**src/rtl/mem_wb_skid_reg.sv**
```systemverilog
// mem_wb_skid_reg: MEM/WB pipeline register with a 2-entry skid buffer.
//
// Purpose
//   Captures MEM-stage beats behind a valid/ready handshake and presents them to write-back.
//   The final register write value is built at capture time: a load is lane-extracted and
//   sign/zero-extended, anything else passes the ALU result. Both held entries are exposed
//   for forwarding, and output handshakes are counted.
//
// Ports
//   clock_i, reset_i (async, active-high), flush_i (sync drop of everything)
//   mem_*_i / mem_ready_o : upstream beat and its handshake
//   wb_*_o  / wb_ready_i  : downstream entry (main register) and its handshake
//   fwd0_*_o              : main (older) entry, valid only when valid and writing a register
//   fwd1_*_o              : skid (younger) entry, same rule
//   wb_retire_count_o     : output handshakes since reset, wrapping
module mem_wb_skid_reg #(
    parameter int          CORE        = 0,
    parameter int unsigned DATA_WIDTH  = 32,
    parameter int unsigned REG_BITS    = 5,
    parameter int unsigned COUNT_WIDTH = 32
) (
    input  logic                   clock_i,
    input  logic                   reset_i,
    input  logic                   flush_i,
    input  logic                   mem_valid_i,
    output logic                   mem_ready_o,
    input  logic                   mem_regWrite_i,
    input  logic                   mem_memRead_i,
    input  logic [1:0]             mem_load_size_i,
    input  logic                   mem_load_unsigned_i,
    input  logic [REG_BITS-1:0]    mem_rd_i,
    input  logic [DATA_WIDTH-1:0]  mem_memory_data_i,
    input  logic [DATA_WIDTH-1:0]  mem_ALU_result_i,
    output logic                   wb_valid_o,
    input  logic                   wb_ready_i,
    output logic                   wb_regWrite_o,
    output logic [REG_BITS-1:0]    wb_rd_o,
    output logic [DATA_WIDTH-1:0]  wb_write_data_o,
    output logic                   fwd0_valid_o,
    output logic [REG_BITS-1:0]    fwd0_rd_o,
    output logic [DATA_WIDTH-1:0]  fwd0_data_o,
    output logic                   fwd1_valid_o,
    output logic [REG_BITS-1:0]    fwd1_rd_o,
    output logic [DATA_WIDTH-1:0]  fwd1_data_o,
    output logic [COUNT_WIDTH-1:0] wb_retire_count_o
);

    localparam int unsigned OFF_BITS = $clog2(DATA_WIDTH / 8);

    // CORE only tags the instance; reject nonsense values at elaboration.
    if (CORE < 0) begin : g_bad_core
        $error("mem_wb_skid_reg: CORE must be non-negative");
    end

    typedef enum logic [1:0] {StEmpty, StOne, StFull} state_e;

    state_e                 state_q;
    logic                   main_rw_q, skid_rw_q;
    logic [REG_BITS-1:0]    main_rd_q, skid_rd_q;
    logic [DATA_WIDTH-1:0]  main_data_q, skid_data_q;
    logic [COUNT_WIDTH-1:0] retire_cnt_q, retire_cnt_d;

    logic                   in_hs, out_hs;
    logic                   beat_rw;
    logic [DATA_WIDTH-1:0]  beat_data;

    // Load extraction: shift the aligned lane down, mask the field, then extend.
    logic [OFF_BITS-1:0]    lane, aligned;
    logic [OFF_BITS+2:0]    shamt;
    logic [DATA_WIDTH-1:0]  shifted, field_mask, load_ext;
    logic                   sign_bit;

    always_comb begin
        lane       = mem_ALU_result_i[OFF_BITS-1:0];
        aligned    = lane;
        field_mask = '1;
        case (mem_load_size_i)
            2'd0: aligned = lane;
            2'd1: aligned = lane & ~OFF_BITS'(1);
            2'd2: aligned = lane & ~OFF_BITS'(3);
            default: aligned = '0;
        endcase
        shamt   = {aligned, 3'b000};
        shifted = mem_memory_data_i >> shamt;
        case (mem_load_size_i)
            2'd0: begin
                field_mask = DATA_WIDTH'(8'hFF);
                sign_bit   = shifted[7];
            end
            2'd1: begin
                field_mask = DATA_WIDTH'(16'hFFFF);
                sign_bit   = shifted[15];
            end
            2'd2: begin
                field_mask = DATA_WIDTH'(32'hFFFF_FFFF);
                sign_bit   = shifted[31];
            end
            default: begin
                field_mask = '1;
                sign_bit   = 1'b0;
            end
        endcase
        load_ext = (shifted & field_mask) |
                   ((!mem_load_unsigned_i && sign_bit) ? ~field_mask : '0);
    end

    always_comb begin
        beat_data = mem_memRead_i ? load_ext : mem_ALU_result_i;
        // x0 is never written nor forwarded.
        beat_rw   = mem_regWrite_i & (mem_rd_i != '0);
    end

    // Ready depends only on registered state, so there is no path from wb_ready_i.
    assign mem_ready_o  = (state_q != StFull);
    assign wb_valid_o   = (state_q != StEmpty);
    assign in_hs        = mem_valid_i & mem_ready_o;
    assign out_hs       = wb_valid_o & wb_ready_i;
    assign retire_cnt_d = out_hs ? retire_cnt_q + 1'b1 : retire_cnt_q;

    always_ff @(posedge clock_i or posedge reset_i) begin
        if (reset_i) begin
            state_q      <= StEmpty;
            main_rw_q    <= 1'b0;
            main_rd_q    <= '0;
            main_data_q  <= '0;
            skid_rw_q    <= 1'b0;
            skid_rd_q    <= '0;
            skid_data_q  <= '0;
            retire_cnt_q <= '0;
        end else begin
            // A handshake completing alongside a flush still retires.
            retire_cnt_q <= retire_cnt_d;
            if (flush_i) begin
                state_q <= StEmpty;
            end else begin
                case (state_q)
                    StEmpty: begin
                        if (in_hs) begin
                            main_rw_q   <= beat_rw;
                            main_rd_q   <= mem_rd_i;
                            main_data_q <= beat_data;
                            state_q     <= StOne;
                        end
                    end
                    StOne: begin
                        if (in_hs && out_hs) begin
                            main_rw_q   <= beat_rw;
                            main_rd_q   <= mem_rd_i;
                            main_data_q <= beat_data;
                        end else if (in_hs) begin
                            skid_rw_q   <= beat_rw;
                            skid_rd_q   <= mem_rd_i;
                            skid_data_q <= beat_data;
                            state_q     <= StFull;
                        end else if (out_hs) begin
                            state_q <= StEmpty;
                        end
                    end
                    StFull: begin
                        if (out_hs) begin
                            main_rw_q   <= skid_rw_q;
                            main_rd_q   <= skid_rd_q;
                            main_data_q <= skid_data_q;
                            state_q     <= StOne;
                        end
                    end
                    default: state_q <= StEmpty;
                endcase
            end
        end
    end

    assign wb_regWrite_o     = main_rw_q & wb_valid_o;
    assign wb_rd_o           = main_rd_q;
    assign wb_write_data_o   = main_data_q;
    assign fwd0_valid_o      = wb_valid_o & main_rw_q;
    assign fwd0_rd_o         = main_rd_q;
    assign fwd0_data_o       = main_data_q;
    assign fwd1_valid_o      = (state_q == StFull) & skid_rw_q;
    assign fwd1_rd_o         = skid_rd_q;
    assign fwd1_data_o       = skid_data_q;
    assign wb_retire_count_o = retire_cnt_q;

endmodule
```
**config.mk**
```make
export PLATFORM = sky130hd
export DESIGN_NAME = mem_wb_skid_reg
export DESIGN_NICKNAME = d
export VERILOG_FILES = /design/src/rtl/mem_wb_skid_reg.sv
export SDC_FILE = /design/constraint.sdc
export NUM_CORES = 1
export LEC_CHECK = 0
export ABC_CLOCK_PERIOD_IN_PS = 5700
export BUFFER_PORTS_ARGS = -buffer_cell sky130_fd_sc_hd__buf_2
export CAP_MARGIN = 20
export CORE_MARGIN = 2
export CORE_UTILIZATION = 45
export DETAILED_ROUTE_END_ITERATION = 10
export GPL_TIMING_DRIVEN = 0
export PLACE_DENSITY_LB_ADDON = 0.25
export SYNTH_ARGS = -nofsm -noshare
export SYNTH_HDL_FRONTEND = slang
export SYNTH_SLANG_ARGS = --single-unit
export TNS_END_PERCENT = 100
```
**constraint.sdc**
```tcl
create_clock -name clock_i -period 5.7 [get_ports clock_i]
set_input_delay 0.855 -clock clock_i [delete_from_list [all_inputs] [get_ports clock_i]]
set_output_delay 0.855 -clock clock_i [all_outputs]
set_load 0.01 [all_outputs]
```
# Word-level counts from Yosys, hierarchy flattened

Index checks and enable logic that the tools add are counted.

Output and inout port bits: 148
Input port bits: 79
Register bits: 110
Word-level logic and storage cells: 67

Bitwise logic cells: 10
Eq/ne operators: 12
Shift operators: 1
$add $sub $neg: 1
Reduce and logical (&&, ||, !) cells: 11
Multiplexer cells: 24

Operators by type and width:

| cell                  | number |
|---|---|
| $mux 32               | 5 |
| $pmux 32 s3           | 1 |
| $pmux 32 s2           | 1 |
| $add 32x1->32 const B | 1 |
| $and 32x32->32        | 1 |
| $not 32->32           | 1 |
| $or 32x32->32         | 1 |
| $shr 32x5->32         | 1 |
| $mux 5                | 3 |
| $pmux 5 s3            | 1 |
| $mux 2                | 6 |
| $ne 3x3->1 const B    | 3 |
| $ne 2x2->1 const B    | 4 |
| $reduce_and 4->1      | 2 |
| $pmux 1 s3            | 2 |
| $pmux 2 s3            | 1 |
| $and 1x1->1           | 5 |
| $reduce_and 5->1      | 1 |
| $reduce_bool 5->1     | 1 |
| $eq 2x1->1 const B    | 2 |
| $eq 2x2->1 const B    | 2 |
| $logic_not 2->1       | 2 |
| $ne 4x4->1 const B    | 1 |
| $pmux 2 s2            | 1 |
| 6 further kinds       | 10 |

# Depth between registers and ports, before layout

Word-level depth: 10
Depth in mapped cells: 8
Gate-level depth less buffers: 7

# Worst setup path before layout

No wires, ideal clock.

Path kind: input -> register
Start: in mem_load_size_i[1]
End: reg skid_data_q[20] (netlist: fwd1_data_o[20])
Setup slack: 3467 ps
Data arrival time: 2129 ps
Library setup time: 104 ps
Cell stages on the path: 7
Cells stage by stage: buf_6 > nor3b_2 > nand2_2 > o221ai_4 > a21oi_2 > buf_6 > o41ai_2

Cells in the longest elaborated chain, start to end: 8
Elaborated cells on any way between the ends: 13

Ends and longest elaborated chain:

| item                                                 | RTL line | text |
|---|---|---|
| start, declared                                      | 29       | `input logic [1:0] mem_load_size_i,` |
| $eq 2x1->1 / $logic_not 2->1 (equally long branches) | 77, 85   |  |
| $pmux 2 s2                                           | 77       | `case (mem_load_size_i)` |
| $shr 32x5->32                                        | 84       | `shifted = mem_memory_data_i >> shamt;` |
| $pmux 1 s3                                           | 85       | `case (mem_load_size_i)` |
| $logic_and 1x1->1                                    | 104      | `((!mem_load_unsigned_i && sign_bit) ? ~field_mask : '0);` |
| $mux 32                                              | 104      |  |
| $or 32x32->32 (*)                                    | 103      | `load_ext = (shifted & field_mask) \|` |
| $mux 32 (*)                                          | 108      | `beat_data = mem_memRead_i ? load_ext : mem_ALU_result_i;` |
| end signal, assigned                                 | 153      | `skid_data_q <= beat_data;` |
| end, declared                                        | 60       | `logic [DATA_WIDTH-1:0] main_data_q, skid_data_q;` |

Every way passes the cells marked *; elsewhere a longest branch is shown, timed or not.
A chain may end at the register's enable or synchronous reset.

# Final worst setup path

Start: reg state_q[1]
End: out mem_ready_o

Cells in the longest elaborated chain, start to end: 1

Ends and longest elaborated chain:

| item                   | RTL line | text |
|---|---|---|
| start, declared        | 57       | `state_e state_q;` |
| start signal, assigned | 122      | `state_q <= StEmpty;` |
| start signal, assigned | 134      | `state_q <= StEmpty;` |
| start signal, assigned | 142      | `state_q <= StOne;` |
| $ne 2x2->1             | 114      | `assign mem_ready_o = (state_q != StFull);` |
| end, declared          | 26       | `output logic mem_ready_o,` |

Every way passes these cells.

==> metrics.csv <==
stage,metric,value,unit
clocking,post-CTS setup buffer count,0,
timing,Max Clock Freq,362,MHz
critical_path,Critical Path RT,4850,ps
critical_path,CP Class,reg -> out,
logic_synthesis,mapped cell area,6150,um2
timing,Post-Route Skew,4.77,ps
timing,Worst Tran Pin Value,785,ps
timing,Tcrit/Tclk final,0.485,
clocking,CTS tree,done,
logic_synthesis,"Distinct cells, synth",49,
clocking,CTS Hold Bufs,0,
detailed_routing,DRT Pass-1 Iters,5,
floorplan,DIE WIDTH,121,um
global_route,GR Overflow Total,0,
timing,final slew viol count,0,
floorplan,die area,14600,um2
logic_synthesis,post-synth top area share,0.447,
global_route,vias in the first global route,5510,
critical_path,worst path bufs/invs,4,
logic_synthesis,syn_nets,760,
logic_synthesis,Yosys reg bits,110,
global_route,largest net degree at the start of global routing,67,
critical_path,Crit path top cell by count,inv_1,
global_route,initial antenna violation count,0,
timing,Slew headroom,0.474,
logic_synthesis,Synthesis Warnings,0,
timing,post-layout minimum cycle time,2760,ps
cells_and_area,post-route insts no fill,1097,
floorplan,row count,42,
logic_synthesis,main flop type after synthesis,dfrtp_1,
timing,# setup viols final,0,
logic_synthesis,sequential element share of the synthesized area,0.447,
timing,RSZ-0062 raised after global routing,no,
placement,post-detail-place hpwl,14.2,mm
critical_path,crit path DAT,1910,ps
detailed_routing,DR iter-0 viols,408,
logic_synthesis,Synth area leader,dfrtp_1,
critical_path,worst-path fanout max,10,
detailed_routing,drt total wl,18.7,mm
outcome,status,"complete, no violations",
detailed_routing,wire length per cell,17.0,um
logic_synthesis,synth cell count leaders,"dfrtp_1 (110), nand2_1 (104), nor2_1 (85)",
placement,gpl congestion,0.960,
floorplan,Die Span Y,121,um
job,Max Cap Viol,0,
placement,Cells after DPL,1081,
placement,Port Buffers,224,
clocking,Num CTS Buffers,9,
logic_synthesis,number of flops mapped to enable cells by yosys,0,
detailed_routing,routed vias/inst,5.38,
cells_and_area,fraction of layout cells with a size suffix above 1,0.337,
detailed_routing,routed vias,5907,
logic_synthesis,Post-synth ARST share,1.00,
timing,Final Hold Fails,0,
cells_and_area,Final Cell Area,7830,um2
logic_synthesis,Avg Inst Size Synth,9.05,um2
timing,final setup TNS,0,ps
cells_and_area,Ant. Diodes,0,
critical_path,Startpoint Class,register,
detailed_routing,DRC viols,0,
placement,placed inst area,7520,um2
critical_path,slowest cell on the critical path,dfrtp_1,
global_route,gr usage total,0.257,
critical_path,CP Capture Type,primary output,
power_and_ir_drop,power density over the cells,314,nW/um2
critical_path,Worst path max stage delay,420,ps
power_and_ir_drop,VDD IR max,0.149,mV
clocking,Clock transition at path regs,70,ps
min_path,Hold Crit Class,reg -> reg,
cells_and_area,Area Overhead vs Synth,27.2,%
global_route,global-route wire length before repair,29.1,mm
timing,Worst Hold Margin,485,ps
clocking,post-CTS sizing,0,
clocking,clk sinks,110,
cells_and_area,layout net count,996,
floorplan,I/O Pins,227,
detailed_routing,Final ANT Viol Nets,0,
floorplan,Initial Utilization,0.463,
critical_path,CP top delay family,buffers and inverters,
clocking,H-tree depth,3,
clocking,clk buf depth,2,
clocking,root buffer cell,clkbuf_16,
critical_path,CP Cell Sequence,inv_1 > nor2_1 > inv_1 > clkbuf_1 > buf_2,
power_and_ir_drop,Power Total,2.46,mW
cells_and_area,fillers,1240,
clocking,worst skew pair latency,350,ps
logic_synthesis,synth top area cells,"dfrtp_1 (45%), nand2_1 (6.3%), nor2_1 (5.2%)",
logic_synthesis,Mapped Cells,680,
logic_synthesis,most frequent cell after synthesis,dfrtp_1,
floorplan,core area,13300,um2
power_and_ir_drop,leakage,3.96,nW
layout make-up:
class	count	area, um2	area share
Inverter	16	62.6	0.00799
Tap cell	176	220	0.0281
Sequential cell	110	2750	0.352
Clock buffer	13	260	0.0333
Timing Repair Buffer	225	1150	0.147
Multi-Input combinational cell	472	2860	0.365
Buffer	82	484	0.0619
Clock inverter	3	42.5	0.00544
report_power, final:
part	internal [mW]	leakage, nW	switching [mW]	total [mW]
sequential	0.927	1.40	0.132	1.06
clock	0.365	0.146	0.281	0.646
combinational	0.350	2.41	0.403	0.754
through the flow:
stage | setup WS, ps | utilization
floorplan | 1940 | -
global placement | 633 | 0.564
detailed placement | 3040 | 0.566
CTS | 2970 | 0.589
global route | 2820 | 0.589
finish | 2940 | 0.589
registers in the layout, indices dropped and copies added, names as in the netlist:
signal             count
state_q                2
fwd1_data_o           32
fwd1_rd_o              5
wb_retire_count_o     32
skid_rw_q              1
fwd0_data_o           32
main_rw_q              1
fwd0_rd_o              5
path summary, 6_finish.rpt:
kind	from	end	slack (ps)	cells after the start
hold reg to reg	wb_retire_count_o[31]$_DFFE_PP0P_	wb_retire_count_o[31]$_DFFE_PP0P_	480	1
max in group asynchronous	reset_i	wb_retire_count_o[28]$_DFFE_PP0P_	4390	3
min in group asynchronous	reset_i	fwd1_data_o[29]$_DFFE_PP0P_	590	2
setup reg to reg	state_q[1]$_DFFE_PP0P_	fwd0_data_o[28]$_DFFE_PP0P_	3410	7
hold / removal	wb_retire_count_o[31]$_DFFE_PP0P_	wb_retire_count_o[31]$_DFFE_PP0P_	480	1
setup / recovery	state_q[1]$_DFFE_PP0P_	mem_ready_o	2940	5
per-layer routing:
| layer | wire length (um) | global-route usage |
|---|---|---|
| met5 | 0 | 0 |
| met4 | 263 | 0.0698 |
| met3 | 1510 | 0.0489 |
| met2 | 8770 | 0.416 |
| met1 | 8120 | 0.353 |
cell usage in the layout, fill, tap and decap left out, drive strengths merged, types with 17 or more instances in the layout:
| master | instances |
|---|---|
| xnor2 | 19 |
| o21ai | 40 |
| dfrtp | 110 |
| mux2i | 17 |
| a21oi | 22 |
| clkbuf | 43 |
| nor2 | 85 |
| nand3 | 22 |
| a31oi | 24 |
| buf | 277 |
| a22oi | 17 |
| nand2 | 105 |
kinds of logic (layout without fill, tap and decap cells):
logic type,after synthesis,count (layout),share of synthesized area
simple gates,260,260,0.188
compound gates,156,156,0.177
flops,110,110,0.447
buf+inv,98,339,0.0885
xor+xnor,31,31,0.0441
mux,24,24,0.0539
fa+ha+maj,1,1,0.00203
No activity file was read; power rests on OpenSTA's default activity.
